**src/rtl/atm_counter_reader_if.sv**
```systemverilog
// Bus bundle between the 64-bit counter reader, its requester and the counter.
// master = reader side; slave = requester/counter side.
interface atm_counter_reader_if #(
  parameter int DATA_W = 32
);
  logic                start_i;
  logic                busy_o;
  logic                req_o;
  logic                atomic_o;
  logic                ack_i;
  logic [DATA_W-1:0]   count_i;
  logic [2*DATA_W-1:0] value_o;
  logic                valid_o;
  logic                err_o;

  modport master (
    input  start_i, ack_i, count_i,
    output busy_o, req_o, atomic_o, value_o, valid_o, err_o
  );

  modport slave (
    output start_i, ack_i, count_i,
    input  busy_o, req_o, atomic_o, value_o, valid_o, err_o
  );
endinterface

```
**src/rtl/atm_counter_reader.sv**
```systemverilog
// Reads a 64-bit counter as two 32-bit bus reads (LSB then MSB) with ack timeout.
// Latency: start sampled at edge 0, valid_o in cycle 5; start ignored while busy.
module atm_counter_reader #(
  parameter int DATA_W  = 32,
  parameter int TIMEOUT = 15,
  parameter int TO_W    = 4
) (
  input  logic                 clk,
  input  logic                 rst_n,
  atm_counter_reader_if.master bus
);

  typedef enum logic [2:0] {
    IDLE,
    REQ_LO,
    WAIT_LO,
    REQ_HI,
    WAIT_HI,
    DONE
  } state_t;

  localparam logic [TO_W-1:0] TO_LAST = TO_W'(TIMEOUT - 1);

  state_t                state_q, state_d;
  logic [TO_W-1:0]       tcnt_q, tcnt_d;
  logic [DATA_W-1:0]     lo_q, lo_d;
  logic [2*DATA_W-1:0]   value_q, value_d;
  logic                  req_q, req_d;
  logic                  atomic_q, atomic_d;
  logic                  busy_q, busy_d;
  logic                  valid_q, valid_d;
  logic                  err_q, err_d;

  always_ff @(posedge clk or negedge rst_n) begin
    if (!rst_n) begin
      state_q  <= IDLE;
      tcnt_q   <= '0;
      lo_q     <= '0;
      value_q  <= '0;
      req_q    <= 1'b0;
      atomic_q <= 1'b0;
      busy_q   <= 1'b0;
      valid_q  <= 1'b0;
      err_q    <= 1'b0;
    end else begin
      state_q  <= state_d;
      tcnt_q   <= tcnt_d;
      lo_q     <= lo_d;
      value_q  <= value_d;
      req_q    <= req_d;
      atomic_q <= atomic_d;
      busy_q   <= busy_d;
      valid_q  <= valid_d;
      err_q    <= err_d;
    end
  end

  // Outputs are computed for the next state so that they register in step with it.
  always_comb begin
    state_d  = state_q;
    tcnt_d   = tcnt_q;
    lo_d     = lo_q;
    value_d  = value_q;
    req_d    = 1'b0;
    atomic_d = 1'b0;
    valid_d  = 1'b0;
    err_d    = 1'b0;

    case (state_q)
      IDLE: begin
        if (bus.start_i) begin
          state_d  = REQ_LO;
          req_d    = 1'b1;
          atomic_d = 1'b1;
        end
      end
      REQ_LO: begin
        state_d = WAIT_LO;
        tcnt_d  = '0;
      end
      WAIT_LO: begin
        // An ack on the last allowed cycle wins over the timeout.
        if (bus.ack_i) begin
          lo_d    = bus.count_i;
          state_d = REQ_HI;
          req_d   = 1'b1;
        end else if (tcnt_q == TO_LAST) begin
          err_d   = 1'b1;
          state_d = IDLE;
        end else begin
          tcnt_d = tcnt_q + TO_W'(1);
        end
      end
      REQ_HI: begin
        state_d = WAIT_HI;
        tcnt_d  = '0;
      end
      WAIT_HI: begin
        if (bus.ack_i) begin
          value_d = {bus.count_i, lo_q};
          state_d = DONE;
          valid_d = 1'b1;
        end else if (tcnt_q == TO_LAST) begin
          err_d   = 1'b1;
          state_d = IDLE;
        end else begin
          tcnt_d = tcnt_q + TO_W'(1);
        end
      end
      DONE: begin
        state_d = IDLE;
      end
      default: begin
        state_d = IDLE;
      end
    endcase

    busy_d = (state_d != IDLE);
  end

  assign bus.req_o    = req_q;
  assign bus.atomic_o = atomic_q;
  assign bus.busy_o   = busy_q;
  assign bus.value_o  = value_q;
  assign bus.valid_o  = valid_q;
  assign bus.err_o    = err_q;

endmodule

```
**src/flat_wrapper.sv**
```systemverilog
// flat-port wrapper written by rule: the top's interface ports become plain ports
module atm_counter_reader_flat 
#(
  parameter int DATA_W  = 32,
  parameter int TIMEOUT = 15,
  parameter int TO_W    = 4
)
  (clk, rst_n, bus_start_i, bus_ack_i, bus_count_i, bus_busy_o, bus_req_o, bus_atomic_o, bus_value_o, bus_valid_o, bus_err_o);
  atm_counter_reader_if #(.DATA_W(DATA_W)) bus_i ();
  input  logic clk;
  input  logic rst_n;
  input wire logic [$bits(bus_i.start_i)-1:0] bus_start_i;
  input wire logic [$bits(bus_i.ack_i)-1:0] bus_ack_i;
  input wire logic [$bits(bus_i.count_i)-1:0] bus_count_i;
  output wire logic [$bits(bus_i.busy_o)-1:0] bus_busy_o;
  output wire logic [$bits(bus_i.req_o)-1:0] bus_req_o;
  output wire logic [$bits(bus_i.atomic_o)-1:0] bus_atomic_o;
  output wire logic [$bits(bus_i.value_o)-1:0] bus_value_o;
  output wire logic [$bits(bus_i.valid_o)-1:0] bus_valid_o;
  output wire logic [$bits(bus_i.err_o)-1:0] bus_err_o;
  assign bus_i.start_i = bus_start_i;
  assign bus_i.ack_i = bus_ack_i;
  assign bus_i.count_i = bus_count_i;
  assign bus_busy_o = bus_i.busy_o;
  assign bus_req_o = bus_i.req_o;
  assign bus_atomic_o = bus_i.atomic_o;
  assign bus_value_o = bus_i.value_o;
  assign bus_valid_o = bus_i.valid_o;
  assign bus_err_o = bus_i.err_o;
  atm_counter_reader #(.DATA_W(DATA_W), .TIMEOUT(TIMEOUT), .TO_W(TO_W)) u_core (.clk(clk), .rst_n(rst_n), .bus(bus_i));
endmodule
```
**config.mk**
```make
export PLATFORM = sky130hd
export DESIGN_NAME = atm_counter_reader_flat
export DESIGN_NICKNAME = d
export VERILOG_FILES = /design/src/rtl/atm_counter_reader_if.sv /design/src/rtl/atm_counter_reader.sv /design/src/flat_wrapper.sv
export SDC_FILE = /design/constraint.sdc
export NUM_CORES = 1
export LEC_CHECK = 0
export ABC_AREA = 1
export BUFFER_PORTS_ARGS = -buffer_cell sky130_fd_sc_hd__buf_2
export CORE_UTILIZATION = 37
export DETAILED_ROUTE_END_ITERATION = 12
export PLACE_DENSITY = 0.61
export SKIP_LAST_GASP = 1
export SYNTH_ARGS = -nofsm -noshare
export SYNTH_HDL_FRONTEND = slang
export SYNTH_SLANG_ARGS = --single-unit
export TNS_END_PERCENT = 100
```
**constraint.sdc**
```tcl
create_clock -name clk -period 3.75 [get_ports clk]
set_input_delay 0.375 -clock clk [delete_from_list [all_inputs] [get_ports clk]]
set_output_delay 0.375 -clock clk [all_outputs]
set_load 0.02 [all_outputs]
```
* After elaboration in Yosys (flattened, before gate mapping)
Cells that the tools add are included.
Cells by class: add/subtract/negate cells 1, muxes and demuxes 16, reduce and logical (&&, ||, !) cells 8, equality and inequality tests 7
Operators with widths (count):
- case mux 3 bit (5 select lines) | 1
- two-way mux 3 bit | 4
- two-way mux 4 bit | 2
- case mux 4 bit (2 select lines) | 1
- two-way mux 1 bit | 7
- == test 3 x 2 -> 1 bit (second input constant) | 2
- adder 4 x 1 -> 4 bit (second input constant) | 1
- == test 4 bit (second input constant) | 1
- inequality test 2 bit (second input constant) | 2
- AND reduction 2 bit | 2
- OR reduction 2 bit | 2
- == test 3 x 1 -> 1 bit (second input constant) | 1
- == test 3 bit (second input constant) | 1
- logical NOT 3 bit | 1
- AND reduction 3 bit | 1
- nonzero test 3 bit | 1
- case mux 1 bit (2 select lines) | 1
- nonzero test 2 bit | 1
Word-level totals: output and inout port bits 69, flip-flop bits (word level) 108, logic and storage cells 41, input bits 36

* Logic depth before layout (Yosys ltp)
Gate-level depths: netlist (run 1).
depth after elaboration 5, gate-level depth with buffers 8, depth with buffers taken out 8

* Worst setup path after synthesis (run 1)
No wires, ideal clock.
kind register to register, from register u_core.state_q[0], to register u_core.value_q[0], in the netlist u_core.bus.value_o[0], library setup time 0.123 ns, buffers on the path 2, stages on the path, launching flop included 7, required time 3.627 ns, path slack 2.537 ns, clock period less this slack 1.213 ns, arrival time 1.090 ns, cells stage by stage dfrtp_1 -> nor2_2 -> nand2_2 -> buf_6 -> clkbuf_2 -> o21ai_0 -> nand2_1
Between the ends: word-level cells in the longest chain between the ends 2
Ends and longest elaborated chain:
- start, declared | line atm_counter_reader.sv:24 | state_t state_q, state_d;
- start signal, assigned | line atm_counter_reader.sv:46 | state_q <= state_d;
- == test 3 bit | line atm_counter_reader.sv:69 | case (state_q)
- AND reduction 2 bit (no source line)
- end signal, assigned | line atm_counter_reader.sv:49 | value_q <= value_d;
- end, declared | line atm_counter_reader.sv:27 | logic [2*DATA_W-1:0] value_q, value_d;
No other way between the ends. A chain may end at the register's enable or synchronous reset.

* Worst setup path in the final report (run 1)
from register u_core.state_q[0], to register u_core.lo_q[17]
Between the ends: word-level cells in the longest chain between the ends 2
Ends and longest elaborated chain:
- == test 3 x 2 -> 1 bit | line atm_counter_reader.sv:69
- AND reduction 2 bit (no source line)
- end signal, assigned | line atm_counter_reader.sv:48 | lo_q <= lo_d;
- end, declared | line atm_counter_reader.sv:26 | logic [DATA_W-1:0] lo_q, lo_d;
No other way between the ends.

==> results of run 1 <==
==> logic make-up (layout without fill, tap and decap cells) <==
kind of cell / Yosys count / count (layout) / synth area share, %
AO/OA/AOI/OAI: 100 / 100 / 11.5
buffers and inverters: 45 / 140 / 5.61
flip-flops: 108 / 108 / 61.2
adder cells (fa/ha/maj): 2 / 2 / 0.567
AND/OR/NAND/NOR: 236 / 236 / 20.9
XOR/XNOR: 1 / 1 / 0.199
==> cell usage after synthesis <==
| library cell | instances | share of area [%] |
|---|---|---|
| sky130_fd_sc_hd__a21boi_1 | 2 | 0.34 |
| sky130_fd_sc_hd__buf_6 | 7 | 1.8 |
| sky130_fd_sc_hd__buf_2 | 2 | 0.23 |
| sky130_fd_sc_hd__nor2_4 | 1 | 0.26 |
| sky130_fd_sc_hd__inv_2 | 1 | 0.085 |
| sky130_fd_sc_hd__nand4_1 | 2 | 0.28 |
| sky130_fd_sc_hd__inv_1 | 13 | 1.1 |
| sky130_fd_sc_hd__xnor2_1 | 1 | 0.20 |
| sky130_fd_sc_hd__clkbuf_2 | 4 | 0.45 |
| sky130_fd_sc_hd__buf_4 | 5 | 0.85 |
| sky130_fd_sc_hd__nor2_2 | 2 | 0.28 |
| sky130_fd_sc_hd__nor2_1 | 8 | 0.68 |
| sky130_fd_sc_hd__nand2_1 | 210 | 18 |
| sky130_fd_sc_hd__ha_1 | 2 | 0.57 |
| sky130_fd_sc_hd__o21ai_1 | 11 | 1.2 |
| sky130_fd_sc_hd__o21ai_0 | 87 | 9.9 |
| sky130_fd_sc_hd__clkbuf_1 | 13 | 1.1 |
| sky130_fd_sc_hd__nand3_1 | 10 | 1.1 |
| sky130_fd_sc_hd__nand2_2 | 3 | 0.43 |
| sky130_fd_sc_hd__dfrtp_1 | 108 | 61 |
==> registers in the layout, summed over array words and instances, names as in the netlist <==
signal               cells
u_core.bus.atomic_o      1
u_core.state_q           3
u_core.tcnt_q            4
u_core.bus.req_o         1
u_core.lo_q             32
u_core.bus.err_o         1
u_core.bus.value_o      64
u_core.bus.valid_o       1
u_core.bus.busy_o        1
==> routing by layer <==
metal / share of wire, % / vias up
met5: 0 / -
met4: 1.5 / 0
met3: 5.0 / 11
met2: 46 / 92
met1: 47 / 1636
li1: - / 1750
==> worst max-delay path, stage by stage, from the launching register on <==
cell	delay, ns
sky130_fd_sc_hd__dfrtp_1	0.44
sky130_fd_sc_hd__nor2_1	0.16
sky130_fd_sc_hd__nand2_2	0.40
sky130_fd_sc_hd__nor2_4	0.79
sky130_fd_sc_hd__nand2_1	0.12
sky130_fd_sc_hd__nand2_1	0.10
==> where the power goes <==
| group | switching, W | total [W] | internal (W) |
|---|---|---|---|
| registers | 0.000278 | 0.00199 | 0.00171 |
| logic | 0.00123 | 0.00177 | 0.000542 |
| clock network | 0.000407 | 0.000895 | 0.000488 |
==> placed cells by master (no fill, tap or decap), types with 2 or more instances in the layout <==
master                      netlist  layout
sky130_fd_sc_hd__o21ai_0         87      87
sky130_fd_sc_hd__nand3_1         10      10
sky130_fd_sc_hd__a21boi_1         2       2
sky130_fd_sc_hd__buf_2            2     103
sky130_fd_sc_hd__buf_4            5       7
sky130_fd_sc_hd__clkbuf_1        13       2
sky130_fd_sc_hd__nor2_1           8       8
sky130_fd_sc_hd__inv_1           13      13
sky130_fd_sc_hd__ha_1             2       2
sky130_fd_sc_hd__clkbuf_8         0       2
sky130_fd_sc_hd__nand2_1        210     210
sky130_fd_sc_hd__nand2_2          3       3
sky130_fd_sc_hd__o21ai_1         11      11
sky130_fd_sc_hd__nand4_1          2       2
sky130_fd_sc_hd__nor2_4           1       2
sky130_fd_sc_hd__clkbuf_16        0       9
sky130_fd_sc_hd__dfrtp_1        108     108
==> cell type report <==
type / instances / area [µm²] / area share [%]
Tap cell: 143 / 179 / 3.41
Clock inverter: 3 / 21.3 / 0.405
Sequential cell: 108 / 2700 / 51.5
Clock buffer: 13 / 260 / 4.96
Timing Repair Buffer: 110 / 568 / 10.8
Inverter: 14 / 52.6 / 1.00
Multi-Input combinational cell: 339 / 1470 / 27.9
==> metrics by stage <==
stage	hold WS (ns)	utilization, %	cell area, µm²	std cells	worst slack [ns]
after floorplan	0.0794	-	4410	492	2.54
after global placement	0.450	43.2	4970	714	1.70
after detailed placement	0.453	43.2	4970	714	1.63
after CTS	0.233	45.6	5250	730	1.61
after global routing	0.251	45.6	5250	730	1.40
final	0.198	45.6	5250	730	1.66
==> path summary, 6_finish.rpt <==
check | start | to | slack (ns) | depth (start not counted)
max in group asynchronous | rst_n | u_core.tcnt_q[2]$_DFFE_PN0P_ | 2.73 | 2
setup / recovery | u_core.state_q[0]$_DFF_PN0_ | u_core.lo_q[17]$_DFFE_PN0P_ | 1.66 | 5
min in group clk | bus_count_i[13] | u_core.bus.value_o[45]$_DFFE_PN0P_ | 0.25 | 3
hold / removal | rst_n | u_core.bus.value_o[45]$_DFFE_PN0P_ | 0.20 | 1
setup reg to reg | u_core.state_q[0]$_DFF_PN0_ | u_core.lo_q[17]$_DFFE_PN0P_ | 1.66 | 5
hold reg to reg | u_core.lo_q[24]$_DFFE_PN0P_ | u_core.bus.value_o[24]$_DFFE_PN0P_ | 0.47 | 2
==> impl_metrics.prom, run 1 <==
# TYPE chip_impl_metric gauge
chip_impl_metric{name="top_level_ports",unit=""} 105
chip_impl_metric{name="io_buffers",unit=""} 104
chip_impl_metric{name="synth_cell_types",unit=""} 20
chip_impl_metric{name="synth_cells",unit=""} 492
chip_impl_metric{name="route.vias.total",unit=""} 3489
chip_impl_info{name="clk_root_buffer_cell",value="sky130_fd_sc_hd__clkbuf_16"} 1
chip_impl_metric{name="routed_wirelength",unit="mm"} 9.76
chip_impl_metric{name="finalCriticalPeriod",unit="ns"} 2.09
chip_impl_metric{name="fin_tns_setup",unit="ns"} 0
chip_impl_metric{name="synth_nets",unit=""} 530
chip_impl_info{name="critical_path.endpoint_type",value="flop"} 1
chip_impl_metric{name="ys_seq_elements",unit=""} 108
chip_impl_metric{name="post_synth_design_cell_area",unit="mm²"} 0.00441
chip_impl_metric{name="post_cts_hold_buffer_count",unit=""} 0
chip_impl_metric{name="numClockSinks",unit=""} 108
chip_impl_metric{name="post_drt_wl_per_cell",unit="µm"} 13.4
chip_impl_metric{name="core_region_area",unit="mm²"} 0.0115
chip_impl_metric{name="antenna_cells_inserted",unit=""} 0
chip_impl_metric{name="final-setup-viol-count",unit=""} 0
chip_impl_info{name="rsz_0062_raised_after_global_routing",value="no"} 1
chip_impl_metric{name="synth.yosys.warnings",unit=""} 0
chip_impl_metric{name="fin_nets",unit=""} 620
chip_impl_metric{name="num-fill-cells",unit=""} 1131
chip_impl_info{name="status",value="complete, but fails checks"} 1
chip_impl_metric{name="total_global_routing_overflow",unit=""} 0
chip_impl_metric{name="syn_area_per_cell",unit="µm²"} 8.97
chip_impl_metric{name="met2_usage",unit="%"} 26.9
chip_impl_metric{name="globalplace.congestion",unit=""} 0.724
chip_impl_metric{name="floorplan.die.height",unit="µm"} 111
chip_impl_metric{name="drt_first_pass_iters",unit=""} 8
chip_impl_metric{name="p_total",unit="W"} 0.00466
chip_impl_metric{name="met1_usage",unit="%"} 22.3
chip_impl_metric{name="initial_antenna_violation_count",unit=""} 0
chip_impl_metric{name="cp_data_arrival_time",unit="ns"} 2.37
chip_impl_metric{name="drive_gt1_share",unit="%"} 22.3
chip_impl_metric{name="post-route-drc-count",unit=""} 12
chip_impl_metric{name="timing_max_transition_violations_final",unit=""} 0
chip_impl_metric{name="critical_path.max_fanout",unit=""} 36
chip_impl_metric{name="via_count_of_the_first_global_routing_pass",unit=""} 3414
chip_impl_info{name="global_route.peak_usage_layer",value="met2"} 1
chip_impl_metric{name="final_min_period_over_clock_period",unit="%"} 55.8
chip_impl_metric{name="die_x",unit="µm"} 111
chip_impl_metric{name="final.setup_skew",unit="ns"} 0.00482
chip_impl_metric{name="clock_insertion_delay_worst_skew",unit="ns"} 0.34
chip_impl_info{name="min_path_type",value="primary input to async pin"} 1
chip_impl_metric{name="final_hold_viol_count",unit=""} 0
chip_impl_metric{name="detail_route.vias_per_cell",unit=""} 4.78
chip_impl_metric{name="clock_slew_at_reported_path_ffs",unit="ns"} 0.07
chip_impl_metric{name="first_pass_grt_wire_length",unit="mm"} 16.6
chip_impl_metric{name="detail_route.iter0.violations",unit=""} 216
chip_impl_metric{name="ant_nets",unit=""} 0
chip_impl_metric{name="htreeDepth",unit=""} 3
chip_impl_metric{name="worst_case_vdd_ir_drop",unit="mV"} 0.321
chip_impl_metric{name="cap_viol_max_count",unit=""} 0
chip_impl_info{name="tritoncts",value="built"} 1
chip_impl_metric{name="max_freq",unit="MHz"} 478
chip_impl_metric{name="num_rows",unit=""} 39
chip_impl_metric{name="cts_resized",unit=""} 0
chip_impl_info{name="violations_in_the_final_reports",value="design-rule violations"} 1
chip_impl_metric{name="grt_usage",unit="%"} 16.8
chip_impl_metric{name="detailedPlacementHpwl",unit="mm"} 6.14
chip_impl_metric{name="use_met3",unit="%"} 3.12
chip_impl_metric{name="cts_buffers",unit=""} 9
chip_impl_metric{name="slew_headroom",unit="%"} 35.1
chip_impl_metric{name="power.density",unit="mW/mm²"} 887
chip_impl_metric{name="ctsLongestPathBuffers",unit=""} 2
chip_impl_metric{name="cellLeakagePower",unit="nW"} 2.87
chip_impl_metric{name="initial_utilization",unit="%"} 38.3
chip_impl_metric{name="required",unit="ns"} 4.03
chip_impl_metric{name="worst_margin_slew",unit="ns"} 0.974
chip_impl_metric{name="fp.dieArea",unit="mm²"} 0.0124
chip_impl_info{name="critPathKind",value="flop to flop"} 1
chip_impl_metric{name="postCtsSetupBuffers",unit=""} 0
chip_impl_metric{name="synth_seq_area_share",unit="%"} 61.2
chip_impl_metric{name="pin_count_of_the_biggest_net_entering_global_routing",unit=""} 79
chip_impl_metric{name="area_growth_from_synthesis_to_final_layout",unit="%"} 19.0
chip_impl_info{name="timing.critical_path.from_type",value="flop"} 1
Power figures use the tool's default switching activity.
==> run 2, diff against run 1 <==
clock period = 2.1 ns   (was 3.75 ns; I/O delays follow)
==> run 2 against run 1 <==
Against the previous run: the flow still finishes with violations (design-rule violations); non-clock buffer count increased by 4; register-to-register slack worse by 1.2 ns; sequential cell count unchanged; sequential share of layout area fell by 0.87 points; count of clock-buffer cells in the layout shrank 2; critical path type unchanged; die area is the same; sequential power rose by 79%; cell count increased by 0.41%; clock power grew 91%; utilization increased by 0.78 points; largest power group unchanged.
==> impl_metrics.prom, run 2 (synthesis gave the netlist of run 1 again) <==
# TYPE chip_impl_metric gauge
chip_impl_info{name="status",value="complete, but fails checks"} 1
chip_impl_info{name="violations_in_the_final_reports",value="design-rule violations"} 1
chip_impl_metric{name="final_hold_viol_count",unit=""} 0
chip_impl_metric{name="placed_cells",unit=""} 717
chip_impl_metric{name="power.density",unit="mW/mm²"} 1590
chip_impl_metric{name="top_level_ports",unit=""} 105
chip_impl_metric{name="die_x",unit="µm"} 111
chip_impl_metric{name="core_region_area",unit="mm²"} 0.0115
chip_impl_info{name="critical-path-slowest-cell",value="sky130_fd_sc_hd__dfrtp_1"} 1
chip_impl_info{name="crit_path_cell_trace",value="nor2_1 > nand2_2 > nor2_4 > buf_12 > nand2_1 > nand2_1"} 1
chip_impl_metric{name="area_growth_from_synthesis_to_final_layout",unit="%"} 21.0
chip_impl_metric{name="ctsLongestPathBuffers",unit=""} 2
chip_impl_metric{name="num_rows",unit=""} 39
chip_impl_info{name="min_path_type",value="primary input to flop"} 1
chip_impl_metric{name="initial_utilization",unit="%"} 38.3
chip_impl_metric{name="antenna_cells_inserted",unit=""} 0
chip_impl_metric{name="first_pass_grt_wire_length",unit="mm"} 17.2
chip_impl_metric{name="cellLeakagePower",unit="nW"} 2.91
chip_impl_metric{name="routed_wirelength",unit="mm"} 9.81
chip_impl_metric{name="finalCriticalPeriod",unit="ns"} 1.65
chip_impl_metric{name="clock_slew_at_reported_path_ffs",unit="ns"} 0.07
chip_impl_metric{name="required",unit="ns"} 2.38
chip_impl_metric{name="total_global_routing_overflow",unit=""} 0
chip_impl_metric{name="grt_usage",unit="%"} 17.3
chip_impl_metric{name="finalCoreUtilization",unit="%"} 46.4
chip_impl_metric{name="drive_gt1_share",unit="%"} 22.9
chip_impl_metric{name="initial_antenna_violation_count",unit=""} 0
chip_impl_metric{name="critical_path.max_fanout",unit=""} 21
chip_impl_metric{name="worst_case_vdd_ir_drop",unit="mV"} 0.754
chip_impl_metric{name="slew_headroom",unit="%"} 61.2
chip_impl_metric{name="fin_tns_setup",unit="ns"} 0
chip_impl_metric{name="detailedPlacementHpwl",unit="mm"} 6.39
chip_impl_info{name="path_delay_family",value="simple AND/OR/NAND/NOR gates"} 1
chip_impl_metric{name="postCtsSetupBuffers",unit=""} 0
chip_impl_metric{name="htreeDepth",unit=""} 3
chip_impl_metric{name="post-route-drc-count",unit=""} 12
chip_impl_metric{name="cap_viol_max_count",unit=""} 0
chip_impl_metric{name="final_min_period_over_clock_period",unit="%"} 78.4
chip_impl_metric{name="detail_route.iter0.violations",unit=""} 175
chip_impl_metric{name="final.setup_skew",unit="ns"} 0.00819
chip_impl_info{name="crit_path_frequent_cell",value="sky130_fd_sc_hd__nand2_1"} 1
chip_impl_metric{name="globalplace.congestion",unit=""} 0.701
chip_impl_metric{name="largest_register_ffs",unit=""} 64
chip_impl_metric{name="fin_nets",unit=""} 624
chip_impl_metric{name="detail_route.vias_per_cell",unit=""} 4.81
chip_impl_metric{name="drt_first_pass_iters",unit=""} 8
chip_impl_metric{name="timing_max_transition_violations_final",unit=""} 0
chip_impl_info{name="critPathKind",value="flop to flop"} 1
chip_impl_info{name="critical_path.endpoint_type",value="flop"} 1
chip_impl_metric{name="worst_margin_slew",unit="ns"} 0.583
chip_impl_metric{name="timing.critical_path.slowest_cell_delay",unit="ns"} 0.44
chip_impl_metric{name="final-instance-count-excl-fill",unit=""} 733
chip_impl_metric{name="via_count_of_the_first_global_routing_pass",unit=""} 3430
chip_impl_metric{name="max_freq",unit="MHz"} 607
chip_impl_metric{name="cp_data_arrival_time",unit="ns"} 1.93
chip_impl_metric{name="floorplan.die.height",unit="µm"} 111
chip_impl_info{name="timing.critical_path.from_type",value="flop"} 1
chip_impl_metric{name="pin_count_of_the_biggest_net_entering_global_routing",unit=""} 84
chip_impl_metric{name="io_buffers",unit=""} 104
chip_impl_info{name="rsz_0062_raised_after_global_routing",value="no"} 1
chip_impl_metric{name="route.vias.total",unit=""} 3523
chip_impl_metric{name="numClockSinks",unit=""} 108
chip_impl_metric{name="critical_path.n_buffers_inverters",unit=""} 1
chip_impl_metric{name="cts_buffers",unit=""} 9
chip_impl_info{name="clk_root_buffer_cell",value="sky130_fd_sc_hd__clkbuf_16"} 1
chip_impl_info{name="final_common_cell",value="sky130_fd_sc_hd__nand2_1"} 1
chip_impl_info{name="tritoncts",value="built"} 1
chip_impl_metric{name="clock_insertion_delay_worst_skew",unit="ns"} 0.34
chip_impl_info{name="layout_common_cells",value="210 x sky130_fd_sc_hd__nand2_1, 108 x sky130_fd_sc_hd__dfrtp_1, 103 x sky130_fd_sc_hd__buf_2, 87 x sky130_fd_sc_hd__o21ai_0, 13 x sky130_fd_sc_hd__inv_1"} 1
chip_impl_metric{name="post_drt_wl_per_cell",unit="µm"} 13.4
chip_impl_metric{name="fp.dieArea",unit="mm²"} 0.0124
chip_impl_metric{name="final-setup-viol-count",unit=""} 0
chip_impl_metric{name="ant_nets",unit=""} 0
==> run 2: final cells by class <==
| cell class | count | area, µm² |
|---|---|---|
| sequential | 108 | 2700 |
| clock inverter | 4 | 48.8 |
| clock buffer | 11 | 253 |
| tap | 143 | 179 |
| fill | 1145 | 6170 |
| timing repair buffer | 114 | 638 |
| inverter | 14 | 52.6 |
| multi-input combinational | 339 | 1470 |
==> run 2: repair_timing <==
action	CTS	global route
hold buffers	1	0
hold endpoints to repair	44	0
gates resized for setup	0	0
==> run 2: final timing paths <==
kind / start / end / slack (ns) / cells after the start
worst min register to register: u_core.lo_q[26]$_DFFE_PN0P_ / u_core.bus.value_o[26]$_DFFE_PN0P_ / 0.46 / 2
worst max-delay path: u_core.state_q[0]$_DFF_PN0_ / u_core.lo_q[16]$_DFFE_PN0P_ / 0.45 / 6
max in group asynchronous: rst_n / u_core.tcnt_q[0]$_DFFE_PN0P_ / 1.00 / 3
worst max register to register: u_core.state_q[0]$_DFF_PN0_ / u_core.lo_q[16]$_DFFE_PN0P_ / 0.45 / 6
min in group asynchronous: rst_n / u_core.bus.value_o[44]$_DFFE_PN0P_ / 0.40 / 2
worst min-delay path: bus_count_i[7] / u_core.bus.value_o[39]$_DFFE_PN0P_ / 0.08 / 3
==> run 2: report_power, final <==
group | total (W) | switching, W | internal (W) | leakage [nW]
registers | 0.00356 | 0.000498 | 0.00306 | 1.38
logic | 0.00320 | 0.00219 | 0.00101 | 1.39
clock network | 0.00171 | 0.000727 | 0.000981 | 0.151
total | 0.00847 | 0.00342 | 0.00506 | 2.91
==> run 2: tightest hold or removal path, stage by stage <==
cell and delay, ns:
sky130_fd_sc_hd__buf_2 0.09, sky130_fd_sc_hd__nand2_1 0.04, sky130_fd_sc_hd__nand2_1 0.05
==> run 2: layer usage <==
metal	vias to the layer above	share of wire, %	global-route usage (%)	routed length, µm
met5	-	0	0	0
met4	0	1.3	5.77	129
met3	9	6.0	4.48	585
met2	95	47	27.7	4600
met1	1665	46	22.8	4500
li1	1754	-	-	-
==> run 2: metrics by stage <==
stage	power [W]	setup WS (ns)	area (µm²)	hold WS, ns
floorplan	0.00568	0.887	4410	-0.0856
global placement	0.00675	0.510	5030	0.254
detailed placement	0.00686	0.437	5030	0.256
CTS	0.00858	0.422	5340	0.0705
global route	0.00914	0.239	5340	0.0795
finish	0.00847	0.453	5340	0.0846
==> run 3, diff against run 2 <==
clock period = 1.6 ns   (was 2.1 ns; I/O delays follow)
==> run 3 against run 2 <==
Against the previous run: the flow still finishes with violations (design-rule violations); sequential power up 31%; highest routed layer unchanged; cell count up 0.55%; non-clock buffer count up 4; largest power group unchanged; clock power up 21%; die area unchanged.
==> impl_metrics.prom, run 3 (synthesis gave the netlist of run 1 again) <==
# TYPE chip_impl_metric gauge
chip_impl_info{name="timing.critical_path.from_type",value="flop"} 1
chip_impl_info{name="status",value="complete, but fails checks"} 1
chip_impl_info{name="path_delay_family",value="simple AND/OR/NAND/NOR gates"} 1
chip_impl_metric{name="fin_nets",unit=""} 628
chip_impl_metric{name="detailedPlacementHpwl",unit="mm"} 6.49
chip_impl_metric{name="area_growth_from_synthesis_to_final_layout",unit="%"} 21.0
chip_impl_metric{name="detail_route.iter0.violations",unit=""} 196
chip_impl_metric{name="numClockSinks",unit=""} 108
chip_impl_metric{name="cellLeakagePower",unit="nW"} 2.92
chip_impl_metric{name="via_count_of_the_first_global_routing_pass",unit=""} 3502
chip_impl_metric{name="drt_first_pass_iters",unit=""} 8
chip_impl_metric{name="worst_margin_slew",unit="ns"} 0.377
chip_impl_metric{name="top_level_ports",unit=""} 105
chip_impl_metric{name="clock_slew_at_reported_path_ffs",unit="ns"} 0.07
chip_impl_info{name="final_common_cell",value="sky130_fd_sc_hd__nand2_1"} 1
chip_impl_metric{name="final.setup_skew",unit="ns"} 0.00575
chip_impl_info{name="crit_path_cell_trace",value="nor2_1 > nand2_2 > nand2_1 > inv_1 > nand2_1 > nand2_2 > nand2_1 > nand2_1"} 1
chip_impl_metric{name="placement.setup.worst_slack",unit="ns"} 0.205
chip_impl_metric{name="ctsLongestPathBuffers",unit=""} 2
chip_impl_metric{name="ant_nets",unit=""} 0
chip_impl_metric{name="floorplan.die.height",unit="µm"} 111
chip_impl_metric{name="worst_case_vdd_ir_drop",unit="mV"} 0.705
chip_impl_metric{name="final_min_period_over_clock_period",unit="%"} 88.0
chip_impl_metric{name="cts_buffers",unit=""} 9
chip_impl_metric{name="grt_usage",unit="%"} 17.2
chip_impl_metric{name="fp.dieArea",unit="mm²"} 0.0124
chip_impl_info{name="rsz_0062_raised_after_global_routing",value="no"} 1
chip_impl_metric{name="clock_insertion_delay_worst_skew",unit="ns"} 0.34
chip_impl_metric{name="timing_max_transition_violations_final",unit=""} 0
chip_impl_metric{name="detail_route.vias_per_cell",unit=""} 4.78
chip_impl_metric{name="initial_antenna_violation_count",unit=""} 0
chip_impl_metric{name="final_hold_viol_count",unit=""} 0
chip_impl_metric{name="globalplace.congestion",unit=""} 0.740
chip_impl_metric{name="fin_tns_setup",unit="ns"} 0
chip_impl_metric{name="post-route-drc-count",unit=""} 12
chip_impl_info{name="min_path_type",value="primary input to flop"} 1
chip_impl_metric{name="final-setup-viol-count",unit=""} 0
chip_impl_metric{name="cap_viol_max_count",unit=""} 0
chip_impl_metric{name="initial_utilization",unit="%"} 38.3
chip_impl_metric{name="cts_resized",unit=""} 0
chip_impl_metric{name="io_buffers",unit=""} 104
chip_impl_metric{name="finalCriticalPeriod",unit="ns"} 1.41
chip_impl_metric{name="cp_data_arrival_time",unit="ns"} 1.64
chip_impl_info{name="violations_in_the_final_reports",value="design-rule violations"} 1
chip_impl_metric{name="post_drt_wl_per_cell",unit="µm"} 13.3
chip_impl_info{name="tritoncts",value="built"} 1
chip_impl_metric{name="die_x",unit="µm"} 111
chip_impl_metric{name="route.vias.total",unit=""} 3525
chip_impl_metric{name="total_global_routing_overflow",unit=""} 0
chip_impl_metric{name="num_rows",unit=""} 39
chip_impl_info{name="critical_path.endpoint_type",value="flop"} 1
chip_impl_info{name="crit_path_frequent_cell",value="sky130_fd_sc_hd__nand2_1"} 1
chip_impl_metric{name="first_pass_grt_wire_length",unit="mm"} 17.0
chip_impl_metric{name="post-route-worst-setup-slack",unit="ns"} 0.193
chip_impl_metric{name="max_freq",unit="MHz"} 711
chip_impl_info{name="clk_root_buffer_cell",value="sky130_fd_sc_hd__clkbuf_16"} 1
chip_impl_metric{name="timing.critical_path.slowest_cell_delay",unit="ns"} 0.44
chip_impl_metric{name="required",unit="ns"} 1.84
chip_impl_metric{name="core_region_area",unit="mm²"} 0.0115
chip_impl_metric{name="critical_path.max_fanout",unit=""} 14
chip_impl_metric{name="largest_register_ffs",unit=""} 64
chip_impl_info{name="critical-path-slowest-cell",value="sky130_fd_sc_hd__dfrtp_1"} 1
chip_impl_metric{name="drive_gt1_share",unit="%"} 23.1
chip_impl_metric{name="antenna_cells_inserted",unit=""} 0
chip_impl_metric{name="power.density",unit="mW/mm²"} 2050
chip_impl_metric{name="pin_count_of_the_biggest_net_entering_global_routing",unit=""} 50
chip_impl_info{name="critPathKind",value="flop to flop"} 1
chip_impl_metric{name="slew_headroom",unit="%"} 74.8
chip_impl_metric{name="critical_path.n_buffers_inverters",unit=""} 1
chip_impl_metric{name="routed_wirelength",unit="mm"} 9.82
chip_impl_info{name="layout_common_cells",value="210 x sky130_fd_sc_hd__nand2_1, 108 x sky130_fd_sc_hd__dfrtp_1, 103 x sky130_fd_sc_hd__buf_2, 87 x sky130_fd_sc_hd__o21ai_0, 13 x sky130_fd_sc_hd__inv_1"} 1
chip_impl_metric{name="htreeDepth",unit=""} 3
## run 3: worst min-delay path: stages
cell and delay [ns]:
sky130_fd_sc_hd__buf_2 0.09, sky130_fd_sc_hd__nand2_1 0.04, sky130_fd_sc_hd__nand2_1 0.05
## run 3: per-stage QoR
stage          utilization (%)  hold slack [ns]  power (W)  std cells  instance area (µm²)
2_1_floorplan                -           -0.136    0.00746        492                 4410
3_3_place_gp              43.9            0.104    0.00886        721                 5060
4_1_cts                   46.4           0.0132     0.0111        737                 5340
6_report                  46.4           0.0284     0.0110        737                 5340
5_1_grt                   46.4           0.0336     0.0118        737                 5340
3_5_place_dp              43.9            0.104    0.00898        721                 5060
## run 3: routing by layer
metal	part of all wire (%)	GRT usage (%)
met5	0	0
met3	4.7	3.77
met2	45	26.5
met4	1.5	6.76
met1	48	23.5
## run 3: cell type report
type | instances | area (µm²)
clock inverters | 2 | 10.0
flip-flops and latches | 108 | 2700
inverters | 14 | 52.6
well taps | 143 | 179
clock buffers | 13 | 260
multi-input cells | 339 | 1470
repair buffers | 118 | 668
fillers | 1145 | 6180
## run 3: repair_timing
item                                   4_1_cts  5_1_grt
hold buffers                                 1        0
buffers inserted                             0        0
endpoints found under the hold margin       25        0
## run 3: report_power, final
part	internal [W]	switching, W	total, W
Clock	0.00113	0.000944	0.00207
Combinational	0.00135	0.00286	0.00421
Sequential	0.00402	0.000651	0.00467
Total	0.00650	0.00446	0.0110
## run 3: final timing paths
path                                        startpoint                                 end  slack (ns)  cells past startpoint
max                        u_core.state_q[0]$_DFF_PN0_        u_core.tcnt_q[2]$_DFFE_PN0P_        0.19                      8
min reg2reg                u_core.lo_q[25]$_DFFE_PN0P_  u_core.bus.value_o[25]$_DFFE_PN0P_        0.47                      2
max reg2reg                u_core.state_q[0]$_DFF_PN0_        u_core.tcnt_q[2]$_DFFE_PN0P_        0.19                      8
min                                     bus_count_i[9]  u_core.bus.value_o[41]$_DFFE_PN0P_        0.03                      3
max in group asynchronous                        rst_n          u_core.bus.err_o$_DFF_PN0_        0.74                      3
min in group asynchronous                        rst_n  u_core.bus.value_o[44]$_DFFE_PN0P_        0.27                      2
